**src/rtl/i2c_master_seq.sv**
```systemverilog
// Single-byte register I2C master: START, {dev,0}, reg, then wdata or RESTART + {dev,1} + one byte in, STOP.
// Open-drain SDA/SCL enables are registered so the pads never see decode glitches.
module i2c_master_seq #(
    parameter int unsigned CLK_DIV = 125
) (
    input  logic       clk_50M,
    input  logic       rst,
    input  logic       cmd_valid,
    output logic       cmd_ready,
    input  logic       cmd_rw,
    input  logic [6:0] cmd_dev,
    input  logic [7:0] cmd_reg,
    input  logic [7:0] cmd_wdata,
    output logic       rsp_valid,
    output logic [7:0] rsp_rdata,
    output logic       rsp_err,
    output logic       busy,
    output logic       scl_oe,
    output logic       sda_oe,
    input  logic       scl_i,
    input  logic       sda_i
);

    localparam logic [3:0] S_IDLE    = 4'd0;
    localparam logic [3:0] S_START   = 4'd1;
    localparam logic [3:0] S_TX      = 4'd2;
    localparam logic [3:0] S_RACK    = 4'd3;
    localparam logic [3:0] S_RESTART = 4'd4;
    localparam logic [3:0] S_RX      = 4'd5;
    localparam logic [3:0] S_MNACK   = 4'd6;
    localparam logic [3:0] S_STOP    = 4'd7;
    localparam logic [3:0] S_DONE    = 4'd8;

    localparam logic [15:0] Q_LAST = 16'(CLK_DIV - 1);

    logic [3:0]  state, nxt_state;
    logic [1:0]  q, nxt_q;
    logic [2:0]  bit_cnt, nxt_bit;
    logic [1:0]  byte_idx, nxt_idx;
    logic [15:0] qcnt;
    logic        on_bus, stall, qtick, accept;
    logic        rw;
    logic [6:0]  dev;
    logic [7:0]  reg_addr, wdata, rx_shift, tx_byte;
    logic        sda_smp, err;
    logic        cell_low, nxt_scl_oe, nxt_sda_oe;

    assign cmd_ready = (state == S_IDLE);
    assign accept    = cmd_valid && cmd_ready;
    assign on_bus    = (state != S_IDLE) && (state != S_DONE);
    // A slave holding SCL low freezes the phase timer until the line actually rises.
    assign stall     = on_bus && !scl_oe && !scl_i;
    assign qtick     = on_bus && !stall && (qcnt == Q_LAST);

    // NOTE: every variable gets a default at the top of always_comb so no path can infer a latch.
    always_comb begin
        nxt_state = state;
        nxt_q     = q;
        nxt_bit   = bit_cnt;
        nxt_idx   = byte_idx;
        case (state)
            S_IDLE: if (cmd_valid) begin
                nxt_state = S_START;
                nxt_q     = 2'd0;
                nxt_bit   = 3'd0;
                nxt_idx   = 2'd0;
            end
            S_DONE: nxt_state = S_IDLE;
            default: if (qtick) begin
                nxt_q = q + 2'd1;
                case (state)
                    S_START: if (q == 2'd2) begin
                        nxt_state = S_TX;
                        nxt_q     = 2'd0;
                    end
                    S_RESTART: if (q == 2'd3) begin
                        nxt_state = S_TX;
                        nxt_bit   = 3'd0;
                    end
                    S_STOP: if (q == 2'd2) begin
                        nxt_state = S_DONE;
                        nxt_q     = 2'd0;
                    end
                    S_TX, S_RX: if (q == 2'd3) begin
                        nxt_bit = bit_cnt + 3'd1;
                        if (bit_cnt == 3'd7) nxt_state = (state == S_TX) ? S_RACK : S_MNACK;
                    end
                    S_RACK: if (q == 2'd3) begin
                        if (sda_smp) begin
                            nxt_state = S_STOP;
                        end else begin
                            case (byte_idx)
                                2'd0: begin
                                    nxt_state = S_TX;
                                    nxt_idx   = 2'd1;
                                end
                                2'd1: begin
                                    nxt_state = rw ? S_RESTART : S_TX;
                                    nxt_idx   = 2'd2;
                                end
                                default: nxt_state = rw ? S_RX : S_STOP;
                            endcase
                        end
                    end
                    S_MNACK: if (q == 2'd3) nxt_state = S_STOP;
                    default: ;
                endcase
            end
        endcase
    end

    always_comb begin
        case (nxt_idx)
            2'd0:    tx_byte = {dev, 1'b0};
            2'd1:    tx_byte = reg_addr;
            default: tx_byte = rw ? {dev, 1'b1} : wdata;
        endcase
    end

    // Line drive for the phase being entered; SCL is low in Q0 and Q3 of every bit cell.
    assign cell_low = (nxt_q == 2'd0) || (nxt_q == 2'd3);

    always_comb begin
        nxt_scl_oe = 1'b0;
        nxt_sda_oe = 1'b0;
        case (nxt_state)
            S_START: begin
                nxt_scl_oe = (nxt_q == 2'd2);
                nxt_sda_oe = (nxt_q != 2'd0);
            end
            S_TX: begin
                nxt_scl_oe = cell_low;
                nxt_sda_oe = !tx_byte[3'd7 - nxt_bit];
            end
            S_RACK, S_RX, S_MNACK: nxt_scl_oe = cell_low;
            S_RESTART: begin
                nxt_scl_oe = cell_low;
                nxt_sda_oe = nxt_q[1];
            end
            S_STOP: begin
                nxt_scl_oe = (nxt_q == 2'd0);
                nxt_sda_oe = (nxt_q != 2'd2);
            end
            default: ;
        endcase
    end

    // NOTE: sequential state uses non-blocking assignments only, so every register samples pre-edge values.
    always_ff @(posedge clk_50M) begin
        if (rst) begin
            state     <= S_IDLE;
            q         <= 2'd0;
            bit_cnt   <= 3'd0;
            byte_idx  <= 2'd0;
            qcnt      <= '0;
            scl_oe    <= 1'b0;
            sda_oe    <= 1'b0;
            rsp_valid <= 1'b0;
            rsp_rdata <= 8'h00;
            rsp_err   <= 1'b0;
            busy      <= 1'b0;
            rw        <= 1'b0;
            dev       <= 7'h00;
            reg_addr  <= 8'h00;
            wdata     <= 8'h00;
            rx_shift  <= 8'h00;
            sda_smp   <= 1'b0;
            err       <= 1'b0;
        end else begin
            state     <= nxt_state;
            q         <= nxt_q;
            bit_cnt   <= nxt_bit;
            byte_idx  <= nxt_idx;
            scl_oe    <= nxt_scl_oe;
            sda_oe    <= nxt_sda_oe;
            rsp_valid <= (nxt_state == S_DONE);
            qcnt      <= (!on_bus || stall || qtick) ? 16'd0 : qcnt + 16'd1;

            if (accept) begin
                rw       <= cmd_rw;
                dev      <= cmd_dev;
                reg_addr <= cmd_reg;
                wdata    <= cmd_wdata;
                rx_shift <= 8'h00;
                sda_smp  <= 1'b0;
                err      <= 1'b0;
                busy     <= 1'b1;
            end

            if (qtick && q == 2'd2) begin
                if (state == S_RACK) sda_smp <= sda_i;
                if (state == S_RX)   rx_shift <= {rx_shift[6:0], sda_i};
            end
            if (qtick && state == S_RACK && q == 2'd3 && sda_smp) err <= 1'b1;

            if (nxt_state == S_DONE && state != S_DONE) begin
                busy      <= 1'b0;
                rsp_err   <= err;
                rsp_rdata <= (rw && !err) ? rx_shift : 8'h00;
            end
        end
    end

endmodule

```
**config.mk**
```make
export PLATFORM = sky130hd
export DESIGN_NAME = i2c_master_seq
export DESIGN_NICKNAME = d
export VERILOG_FILES = /design/src/rtl/i2c_master_seq.sv
export SDC_FILE = /design/constraint.sdc
export NUM_CORES = 1
export LEC_CHECK = 0
export CAP_MARGIN = 20
export CELL_PAD_IN_SITES_DETAIL_PLACEMENT = 1
export CELL_PAD_IN_SITES_GLOBAL_PLACEMENT = 1
export CORE_UTILIZATION = 42
export CTS_CLUSTER_SIZE = 8
export DETAILED_ROUTE_END_ITERATION = 10
export MAX_ROUTING_LAYER = met4
export PLACE_DENSITY_LB_ADDON = 0.08
export SLEW_MARGIN = 20
export SYNTH_ARGS = -nofsm -noshare
export SYNTH_HDL_FRONTEND = slang
export SYNTH_SLANG_ARGS = --single-unit
```
**constraint.sdc**
```tcl
create_clock -name clk_50M -period 3 [get_ports clk_50M]
set_input_delay 0.45 -clock clk_50M [delete_from_list [all_inputs] [get_ports clk_50M]]
set_output_delay 0.45 -clock clk_50M [all_outputs]
set_load 0.02 [all_outputs]
```
==> flow_metrics.py, run 1 <==
metrics = {
    "synthesis": {
        "syn_nets": 517,
        "seq_area_frac_synth": 0.391,
        "synth.area.top_cells": "dfxtp_1, nand2_1, a21oi_1",
        "synth_edf_count": 0,
        "ys.flop_type": "dfxtp_1",
        "yosys.area.top_type": "dfxtp_1",
        "async_flop_share": 0,
        "synth_cells": 478,
        "synth.most_common_cell": "nand2_1",
        "syn_area_per_cell_sq_um": 7.93,
        "synth_common_cells": "nand2_1, dfxtp_1, a21oi_1",
        "syn_area_sq_mm": 0.00379,
        "synth_seq_cells": 74,
        "synth_warnings": 0,
        "synth.distinct_cells": 66,
        "yosysTopAreaCellShare": 0.391,
    },
    "clock_tree": {
        "numCtsBuffers": 9,
        "cts_buffer_depth": 2,
        "cts_tree": "done",
        "root_buffer": "clkbuf_8",
        "htreeDepth": 3,
        "clkTransAtPathRegs_ps": 90,
        "cts_sinks": 74,
        "cts_hold_buf": 0,
        "clkLatencyLatePin_ps": 350,
    },
    "pwr": {
        "p_leak_nw": 1.78,
        "ir_worst_vdd_uv": 246,
        "powerDensity_mw_per_mm2": 432,
    },
    "global_routing": {
        "grt_antenna_before_repair": 0,
        "use_met1": 0.325,
        "grt.met3_usage": 0.0267,
        "grt.total_usage": 0.254,
        "grt.busiest_layer": "met2",
        "grt_use_met2": 0.418,
        "grt_pass1_wl_microns": 18700,
        "overflow": 0,
        "grt_max_degree": 38,
        "grt_pass1_vias": 3775,
    },
    "placed_design": {
        "dp_cells": 640,
        "io_buffers": 42,
        "routabilityCongestion": 0.902,
        "hpwlAfterDp_microns": 8210,
        "dp_slack_ps": -129,
    },
    "timing": {
        "setup_viol": 0,
        "slew_headroom": 0.597,
        "final_max_slew_viol_count": 0,
        "fin_crit_sh": 0.971,
        "fmax_mhz": 343,
        "fin_crit_ps": 2910,
        "hold_violations": 0,
        "worst_pin_slew_ps": 600,
        "skew_ps": 11.2,
        "layout_setup_ws_ps": 88.2,
    },
    "flow_run": {
        "max_cap_viol_count": 0,
    },
    "die": {
        "core_area_sq_mm": 0.00872,
        "floorplan.io_pins": 43,
        "die_h_microns": 97.0,
        "start_util": 0.435,
        "die_x_microns": 97.0,
        "rows": 34,
        "dieArea_sq_mm": 0.00941,
    },
    "final_layout": {
        "diodes": 0,
        "multi_input_area_sq_mm": 0.00217,
        "regArea_sq_mm": 0.00148,
        "fillCellCount": 1053,
        "area_growth_pct": 26.0,
        "final_net_count": 583,
        "final_cells": 657,
        "drive_gt1_frac": 0.128,
    },
    "worst_setup_path": {
        "r2r-end": "sda_oe$_SDFF_PP0_",
        "r2r_cells": 8,
        "r2r_start": "state[3]$_SDFF_PP0_",
        "required_ps": 3270,
        "worstSetupStartpoint": "state[3]$_SDFF_PP0_",
        "cp-end-kind": "flip-flop",
        "endpoint": "sda_oe$_SDFF_PP0_",
        "worst_setup_path_start_kind": "flip-flop",
        "path_max_fanout": 10,
        "worstPathArrival_ps": 3190,
        "reg2reg_slack_ps": 90,
        "crit_type": "flip-flop to flip-flop",
    },
    "drt": {
        "drc": 0,
        "viasPerCell": 5.53,
        "initialDrtViolationCount": 176,
        "route.detailed.wl_per_inst_microns": 16.9,
        "vias": 3631,
        "drt_pass1_iterations": 5,
        "routed_wl_microns": 11100,
        "postRouteAntennaNets": 0,
    },
    "min_path": {
        "hold_class": "flip-flop to flip-flop",
        "hold_path.startpoint": "reg_addr[2]$_SDFFE_PP0P_",
    },
    "status": {
        "run_status": "complete, no violations",
    },
}
==> through the flow <==
| stage | total power, mW | area (sq um) | hold WS [ps] | util | TNS [ps] |
|---|---|---|---|---|---|
| after floorplan | 1.13 | 3790 | 430 | - | 0 |
| after global placement | 1.22 | 4510 | 445 | 0.517 | -91.0 |
| after detailed placement | 1.22 | 4510 | 454 | 0.517 | -129 |
| after CTS | 2.09 | 4730 | 465 | 0.542 | 0 |
| after global routing | 2.14 | 4770 | 482 | 0.547 | -3.41 |
| final | 2.06 | 4770 | 463 | 0.547 | 0 |
==> what timing repair did <==
action | in CTS | in global routing
endpoints found under the setup margin | 0 | 6
resized for setup | 0 | 6
setup buffers | 0 | 1
==> final cells by class <==
type	count	area share
Sequential cell	74	0.310
Timing Repair Buffer	80	0.147
Tap cell	108	0.0283
Multi-Input combinational cell	361	0.455
Inverter	18	0.0142
Clock buffer	10	0.0267
Clock inverter	6	0.0186
==> kinds of logic (layout without fill, tap and decap cells) <==
family,Yosys count,count (layout),share of synthesized area
adder cells (fa/ha/maj),10,10,0.0330
XOR/XNOR,13,13,0.0300
AO/OA/AOI/OAI,116,116,0.201
multiplexers,11,11,0.0291
flip-flops,74,74,0.391
buffers and inverters,43,114,0.0462
AND/OR/NAND/NOR,211,211,0.270
==> critical path: stages (launching register included) <==
cell and delay [ps]:
dfxtp_1 440, and4bb_4 450, or4b_4 530, or3_4 370, a21oi_4 240, a211oi_1 140
a2111oi_2 360, nor2_1 130, a31oi_1 170
==> cells in the final DEF, fill, tap and decap left out, types with 9 or more instances in the layout <==
cell type        count
clkbuf_8             9
nand3_1             18
nor2_1              53
clkdlybuf4s50_1     41
nand2_1             76
dfxtp_1             74
a21oi_1             56
mux2i_1             11
and2_1              12
inv_1               18
ha_1                10
buf_4               38
==> power breakdown <==
group / internal, mW / switching (mW)
clock network: 0.470 / 0.396
registers: 1.00 / 0.0146
logic: 0.0805 / 0.0998
==> how the worst min path moves through the flow <==
stage / slack [ps] / cells after the start / end
6_report: 460 / 2 / reg_addr[2]$_SDFFE_PP0P_
4_1_cts: 460 / 2 / wdata[0]$_SDFFE_PP0P_
2_1_floorplan: 430 / 1 / qcnt[0]$_SDFF_PP0_
5_1_grt: 480 / 2 / reg_addr[2]$_SDFFE_PP0P_
3_3_place_gp: 450 / 1 / qcnt[0]$_SDFF_PP0_
3_5_place_dp: 450 / 2 / reg_addr[7]$_SDFFE_PP0P_
==> registers in the layout, indices dropped and copies added (netlist names), 2 cells and up <==
signal     flops
byte_idx       2
wdata          8
reg_addr       8
state          4
q              2
rx_shift       8
qcnt          16
dev            7
rsp_rdata      8
bit_cnt        3
==> per-layer routing <==
layer	wire (microns)	vias to the layer above	share of wire
li1	-	1806	-
met1	5300	1749	0.48
met2	5390	57	0.49
met3	209	19	0.019
met4	191	0	0.017
met5	0	-	0
No activity file was read; power rests on OpenSTA's default activity.
==> inputs of run 2 (changes only) <==
--- a/config.mk
+++ b/config.mk
@@ -8,6 +8,7 @@
 export CAP_MARGIN = 20
 export CELL_PAD_IN_SITES_DETAIL_PLACEMENT = 1
 export CELL_PAD_IN_SITES_GLOBAL_PLACEMENT = 1
+export CORE_ASPECT_RATIO = 0.5
 export CORE_UTILIZATION = 42
 export CTS_CLUSTER_SIZE = 8
 export DETAILED_ROUTE_END_ITERATION = 10
==> run 2 against run 1 <==
Effect of this change: non-clock buffer count rose by 3; clock power rose by 14%; critical path depth rose by 1; maximum frequency rose by 3.1%; setup slack improved by 88 ps; sequential share of layout area fell by 0.52 points; via count fell by 1.1%; count of clock-buffer cells in the layout rose by 3.
==> flow_metrics.py, run 2 (synthesized netlist as in run 1, its figures left out) <==
metrics = {
    "die": {
        "die_h_microns": 69.2,
        "die_x_microns": 136,
        "floorplan.io_pins": 43,
        "dieArea_sq_mm": 0.00943,
        "start_util": 0.434,
        "core_area_sq_mm": 0.00874,
        "rows": 24,
    },
    "min_path": {
        "hold_class": "flip-flop to flip-flop",
        "hold_path.startpoint": "wdata[4]$_SDFFE_PP0P_",
        "min_delay_path_depth": 2,
    },
    "worst_setup_path": {
        "r2r_cells": 9,
        "path_cells": "buf_4, and4bb_4, or4b_4, o32ai_2, a21oi_1, a2111oi_1, a2111oi_2, nor2_1, a31oi_1",
        "worstPathArrival_ps": 3040,
        "cp.depth": 9,
        "crit_type": "flip-flop to flip-flop",
        "cpPeakStageDelay_ps": 510,
        "path_max_fanout": 12,
        "worstSetupStartpoint": "state[2]$_SDFF_PP0_",
        "r2r_start": "state[2]$_SDFF_PP0_",
        "cp-end-kind": "flip-flop",
        "crit_slowest_cell": "or4b_4",
        "crit_family": "compound AO/OA/AOI/OAI gates",
        "cp_num_buf_inv": 1,
        "required_ps": 3210,
        "worst_setup_path_start_kind": "flip-flop",
    },
    "timing": {
        "holdWs_ps": 453,
        "slew_headroom": 0.590,
        "fin_crit_sh": 0.941,
        "layout_setup_ws_ps": 177,
        "setup_viol": 0,
        "fin_crit_ps": 2820,
        "fmax_mhz": 354,
        "rsz0062_at_grt": "no",
        "hold_violations": 0,
        "final_max_slew_viol_count": 0,
        "skew_ps": 7.85,
        "worst_pin_slew_ps": 615,
    },
    "drt": {
        "postRouteAntennaNets": 0,
        "routed_wl_microns": 10800,
        "initialDrtViolationCount": 143,
        "drc": 0,
        "drt_pass1_iterations": 4,
        "vias": 3591,
        "route.detailed.wl_per_inst_microns": 16.2,
        "viasPerCell": 5.38,
    },
    "final_layout": {
        "drive_gt1_frac": 0.129,
        "fillCellCount": 1079,
        "final_net_count": 586,
        "fin_area_sq_mm": 0.00486,
        "largest_register_ffs": 16,
        "final_cell_mix": "nand2_1, dfxtp_1, a21oi_1, nor2_1",
        "top_register": "qcnt",
        "diodes": 0,
        "area_growth_pct": 28.1,
        "final_common_cell": "nand2_1",
    },
    "clock_tree": {
        "cts_tree": "done",
        "numCtsBuffers": 9,
        "htreeDepth": 3,
        "cts_buffer_depth": 2,
        "cts_sinks": 74,
        "clkLatencyLatePin_ps": 330,
        "clkTransAtPathRegs_ps": 60,
        "root_buffer": "clkbuf_16",
    },
    "flow_run": {
        "max_cap_viol_count": 0,
    },
    "global_routing": {
        "overflow": 0,
        "grt_pass1_vias": 3570,
        "grt.total_usage": 0.251,
        "grt_max_degree": 33,
        "grt_pass1_wl_microns": 17800,
        "grt_antenna_before_repair": 0,
    },
    "placed_design": {
        "postPlaceCellArea_sq_mm": 0.00454,
        "dp_slack_ps": -145,
        "hpwlAfterDp_microns": 7900,
        "io_buffers": 42,
        "routabilityCongestion": 0.890,
    },
    "pwr": {
        "powerDensity_mw_per_mm2": 451,
        "p_leak_nw": 1.83,
        "power.total_mw": 2.19,
        "ir_worst_vdd_uv": 266,
    },
    "status": {
        "run_status": "complete, no violations",
    },
}
[run 2: changes by cell type in the layout (fill, tap and decap cells not counted), sizes merged]
cell      before  now
bufinv         2    0
inv           19   18
clkbuf        10   13
clkinvlp       2    1
buf           39   42
[run 2: power by group]
group / internal, mW / switching [mW]
Combinational: 0.0804 / 0.0997
Clock: 0.600 / 0.392
Sequential: 1.01 / 0.0144
[run 2: worst reg2reg max path, delay by kind of cell, from the launching register on]
kind                   cells  cell delay (ps)
AOI/OAI and AO/OA          5             1170
buffers and inverters      1              190
DFF                        1              320
and+or+nand+nor            3             1030
[run 2: metrics by stage]
| step | TNS [ps] | cells | util |
|---|---|---|---|
| floorplan | 0 | 478 | - |
| global placement | -35.7 | 652 | 0.520 |
| detailed placement | -145 | 652 | 0.520 |
| CTS | 0 | 667 | 0.551 |
| global route | 0 | 668 | 0.556 |
| finish | 0 | 668 | 0.556 |
[run 2: path summary, 6_finish.rpt]
| kind | endpoint | slack [ps] |
|---|---|---|
| max | sda_oe$_SDFF_PP0_ | 180 |
| min | wdata[4]$_SDFFE_PP0P_ | 450 |
| min reg2reg | wdata[4]$_SDFFE_PP0P_ | 450 |
| max reg2reg | sda_oe$_SDFF_PP0_ | 180 |
[run 2: what timing repair did]
action / CTS / global route
gates resized for setup: 1 / 5
cloned: 0 / 0
setup endpoints to repair: 1 / 12
hold buffers: 0 / 0
setup buffers: 0 / 1
pin swaps: 0 / 1
[run 2: layer usage]
layer / track usage / vias to the layer above / wire length, microns
met2: 0.398 / 64 / 5010
met5: - / - / 0
met1: 0.332 / 1713 / 5360
met3: 0.0548 / 5 / 399
met4: 0.0407 / 0 / 51
li1: - / 1809 / -
[run 2: layout make-up]
cell class / count / area, sq um / share of cell area
repair buffers: 83 / 723 / 0.149
well taps: 117 / 146 / 0.0301
flip-flops and latches: 74 / 1480 / 0.305
clock buffers: 13 / 260 / 0.0536
inverters: 18 / 67.6 / 0.0139
multi-input cells: 361 / 2160 / 0.446
clock inverters: 2 / 12.5 / 0.00258
==> inputs of run 3 (changes only) <==
--- a/config.mk
+++ b/config.mk
@@ -9,7 +9,7 @@
 export CELL_PAD_IN_SITES_DETAIL_PLACEMENT = 1
 export CELL_PAD_IN_SITES_GLOBAL_PLACEMENT = 1
 export CORE_ASPECT_RATIO = 0.5
-export CORE_UTILIZATION = 42
+export CORE_UTILIZATION = 45
 export CTS_CLUSTER_SIZE = 8
 export DETAILED_ROUTE_END_ITERATION = 10
 export MAX_ROUTING_LAYER = met4
==> constraint.sdc (replaced) <==
create_clock -name clk_50M -period 3.6 [get_ports clk_50M]
set_input_delay 1.08 -clock clk_50M [delete_from_list [all_inputs] [get_ports clk_50M]]
set_output_delay 1.08 -clock clk_50M [all_outputs]
set_load 0.02 [all_outputs]
==> run 3 against run 2 <==
Effect of this change: flip-flop and latch count did not move; worst hold slack improved by 1.7 ps; total power fell by 14%; largest cell class unchanged; count of clock-buffer cells in the layout fell by 4; clock skew fell by 3.5 ps; register-to-register slack improved by 270 ps.
==> flow_metrics.py, run 3 (synthesized netlist as in run 1, its figures left out) <==
metrics = {
    "status": {
        "run_status": "complete, no violations",
    },
    "placed_design": {
        "routabilityCongestion": 0.868,
        "postPlaceCellArea_sq_mm": 0.00449,
        "hpwlAfterDp_microns": 8230,
        "io_buffers": 42,
    },
    "global_routing": {
        "grt_pass1_vias": 3641,
        "grt_max_degree": 41,
        "grt_antenna_before_repair": 0,
        "overflow": 0,
        "grt.total_usage": 0.285,
        "grt_pass1_wl_microns": 18600,
    },
    "timing": {
        "fmax_mhz": 293,
        "slew_headroom": 0.595,
        "fin_crit_sh": 0.948,
        "hold_violations": 0,
        "worst_pin_slew_ps": 602,
        "skew_ps": 4.35,
        "final_max_slew_viol_count": 0,
        "setup_viol": 0,
        "fin_crit_ps": 3410,
        "rsz0062_at_grt": "no",
        "holdWs_ps": 455,
    },
    "clock_tree": {
        "cts_buffer_depth": 2,
        "root_buffer": "clkbuf_16",
        "cts_setup_buffers": 0,
        "numCtsBuffers": 9,
        "htreeDepth": 3,
        "cts_hold_buf": 0,
        "clkTransAtPathRegs_ps": 60,
        "clkLatencyLatePin_ps": 340,
        "cts_tree": "done",
        "cts_sinks": 74,
    },
    "worst_setup_path": {
        "crit_type": "input port to flip-flop",
        "worstPathArrival_ps": 3630,
        "r2r-end": "sda_oe$_SDFF_PP0_",
        "r2r_cells": 14,
        "worst_setup_path_start_kind": "input port",
        "r2r_start": "qcnt[0]$_SDFF_PP0_",
        "worstSetupStartpoint": "scl_i",
        "required_ps": 3820,
        "path_max_fanout": 6,
        "cp-end-kind": "flip-flop",
        "reg2reg_slack_ps": 450,
    },
    "drt": {
        "route.detailed.wl_per_inst_microns": 17.7,
        "routed_wl_microns": 11600,
        "initialDrtViolationCount": 184,
        "viasPerCell": 5.66,
        "vias": 3707,
        "drc": 0,
        "postRouteAntennaNets": 0,
        "drt_pass1_iterations": 4,
    },
    "min_path": {
        "hold_path.startpoint": "dev[2]$_SDFFE_PP0P_",
        "min_delay_path_depth": 2,
        "hold_class": "flip-flop to flip-flop",
        "holdPathEnd": "dev[2]$_SDFFE_PP0P_",
    },
    "final_layout": {
        "area_growth_pct": 26.7,
        "final_net_count": 577,
        "largest_register_ffs": 16,
        "drive_gt1_frac": 0.116,
        "final_common_cell": "nand2_1",
        "top_register": "qcnt",
        "fillCellCount": 1004,
        "fin_area_sq_mm": 0.00480,
        "final_cell_mix": "nand2_1, dfxtp_1, a21oi_1, nor2_1, clkdlybuf4s50_1",
        "multi_input_area_sq_mm": 0.00215,
        "regArea_sq_mm": 0.00148,
        "diodes": 0,
    },
    "die": {
        "floorplan.io_pins": 43,
        "die_h_microns": 66.9,
        "rows": 23,
        "core_area_sq_mm": 0.00809,
        "die_x_microns": 132,
        "dieArea_sq_mm": 0.00882,
        "start_util": 0.469,
    },
    "pwr": {
        "powerDensity_mw_per_mm2": 394,
        "ir_worst_vdd_uv": 269,
        "p_leak_nw": 1.79,
    },
    "flow_run": {
        "max_cap_viol_count": 0,
    },
}
run 3: what timing repair did:
| action | in CTS | in global routing |
|---|---|---|
| resized for setup | 0 | 3 |
| hold endpoints to repair | 0 | 0 |
| setup endpoints to repair | 0 | 1 |
run 3: how the worst max path moves through the flow:
stage	endpoint	slack (ps)	cells past startpoint
final	sda_oe$_SDFF_PP0_	190	12
after global routing	sda_oe$_SDFF_PP0_	60	9
after CTS	sda_oe$_SDFF_PP0_	90	12
after detailed placement	sda_oe$_SDFF_PP0_	-120	9
after global placement	sda_oe$_SDFF_PP0_	-90	9
after floorplan	sda_oe$_SDFF_PP0_	640	8
run 3: routing by layer:
metal  vias to the layer above  part of all wire  wire (microns)  global-route usage
li1                       1805                 -               -                   -
met3                        14             0.038             441              0.0616
met1                      1815              0.49            5670               0.361
met2                        73              0.46            5340               0.462
met4                         0             0.011             133              0.0843
met5                         -                 0               0                   -
run 3: where the power goes:
group          switching (mW)  leakage, nW  internal (mW)
combinational          0.0820         1.05         0.0653
clock                   0.360        0.145          0.535
sequential             0.0133        0.600          0.838
run 3: cell type report:
cell class,instances,area share
repair buffers,74,0.139
inverters,18,0.0141
flip-flops and latches,74,0.308
clock inverters,7,0.0146
clock buffers,9,0.0469
well taps,112,0.0292
multi-input cells,361,0.448
run 3: critical path, stage by stage:
cell and delay (ps):
clkdlybuf4s50_1 470, o32ai_2 130, buf_4 210, nand2b_1 160, buf_4 140, a31oi_1 310, ha_1 230, or2_1 120
a2bb2o_1 310, o21ai_0 260, buf_4 170, a31oi_1 60
run 3: per-stage QoR:
| step | setup TNS [ps] | worst slack, ps | total power [mW] | utilization | instances |
|---|---|---|---|---|---|
| finish | 0 | 189 | 1.89 | 0.594 | 655 |
| global route | 0 | 56.3 | 1.95 | 0.594 | 655 |
| CTS | 0 | 88.9 | 1.91 | 0.592 | 655 |
| detailed placement | -124 | -124 | 1.01 | 0.555 | 639 |
| global placement | -90.1 | -90.1 | 1.01 | 0.555 | 639 |
| floorplan | 0 | 636 | 0.941 | - | 478 |
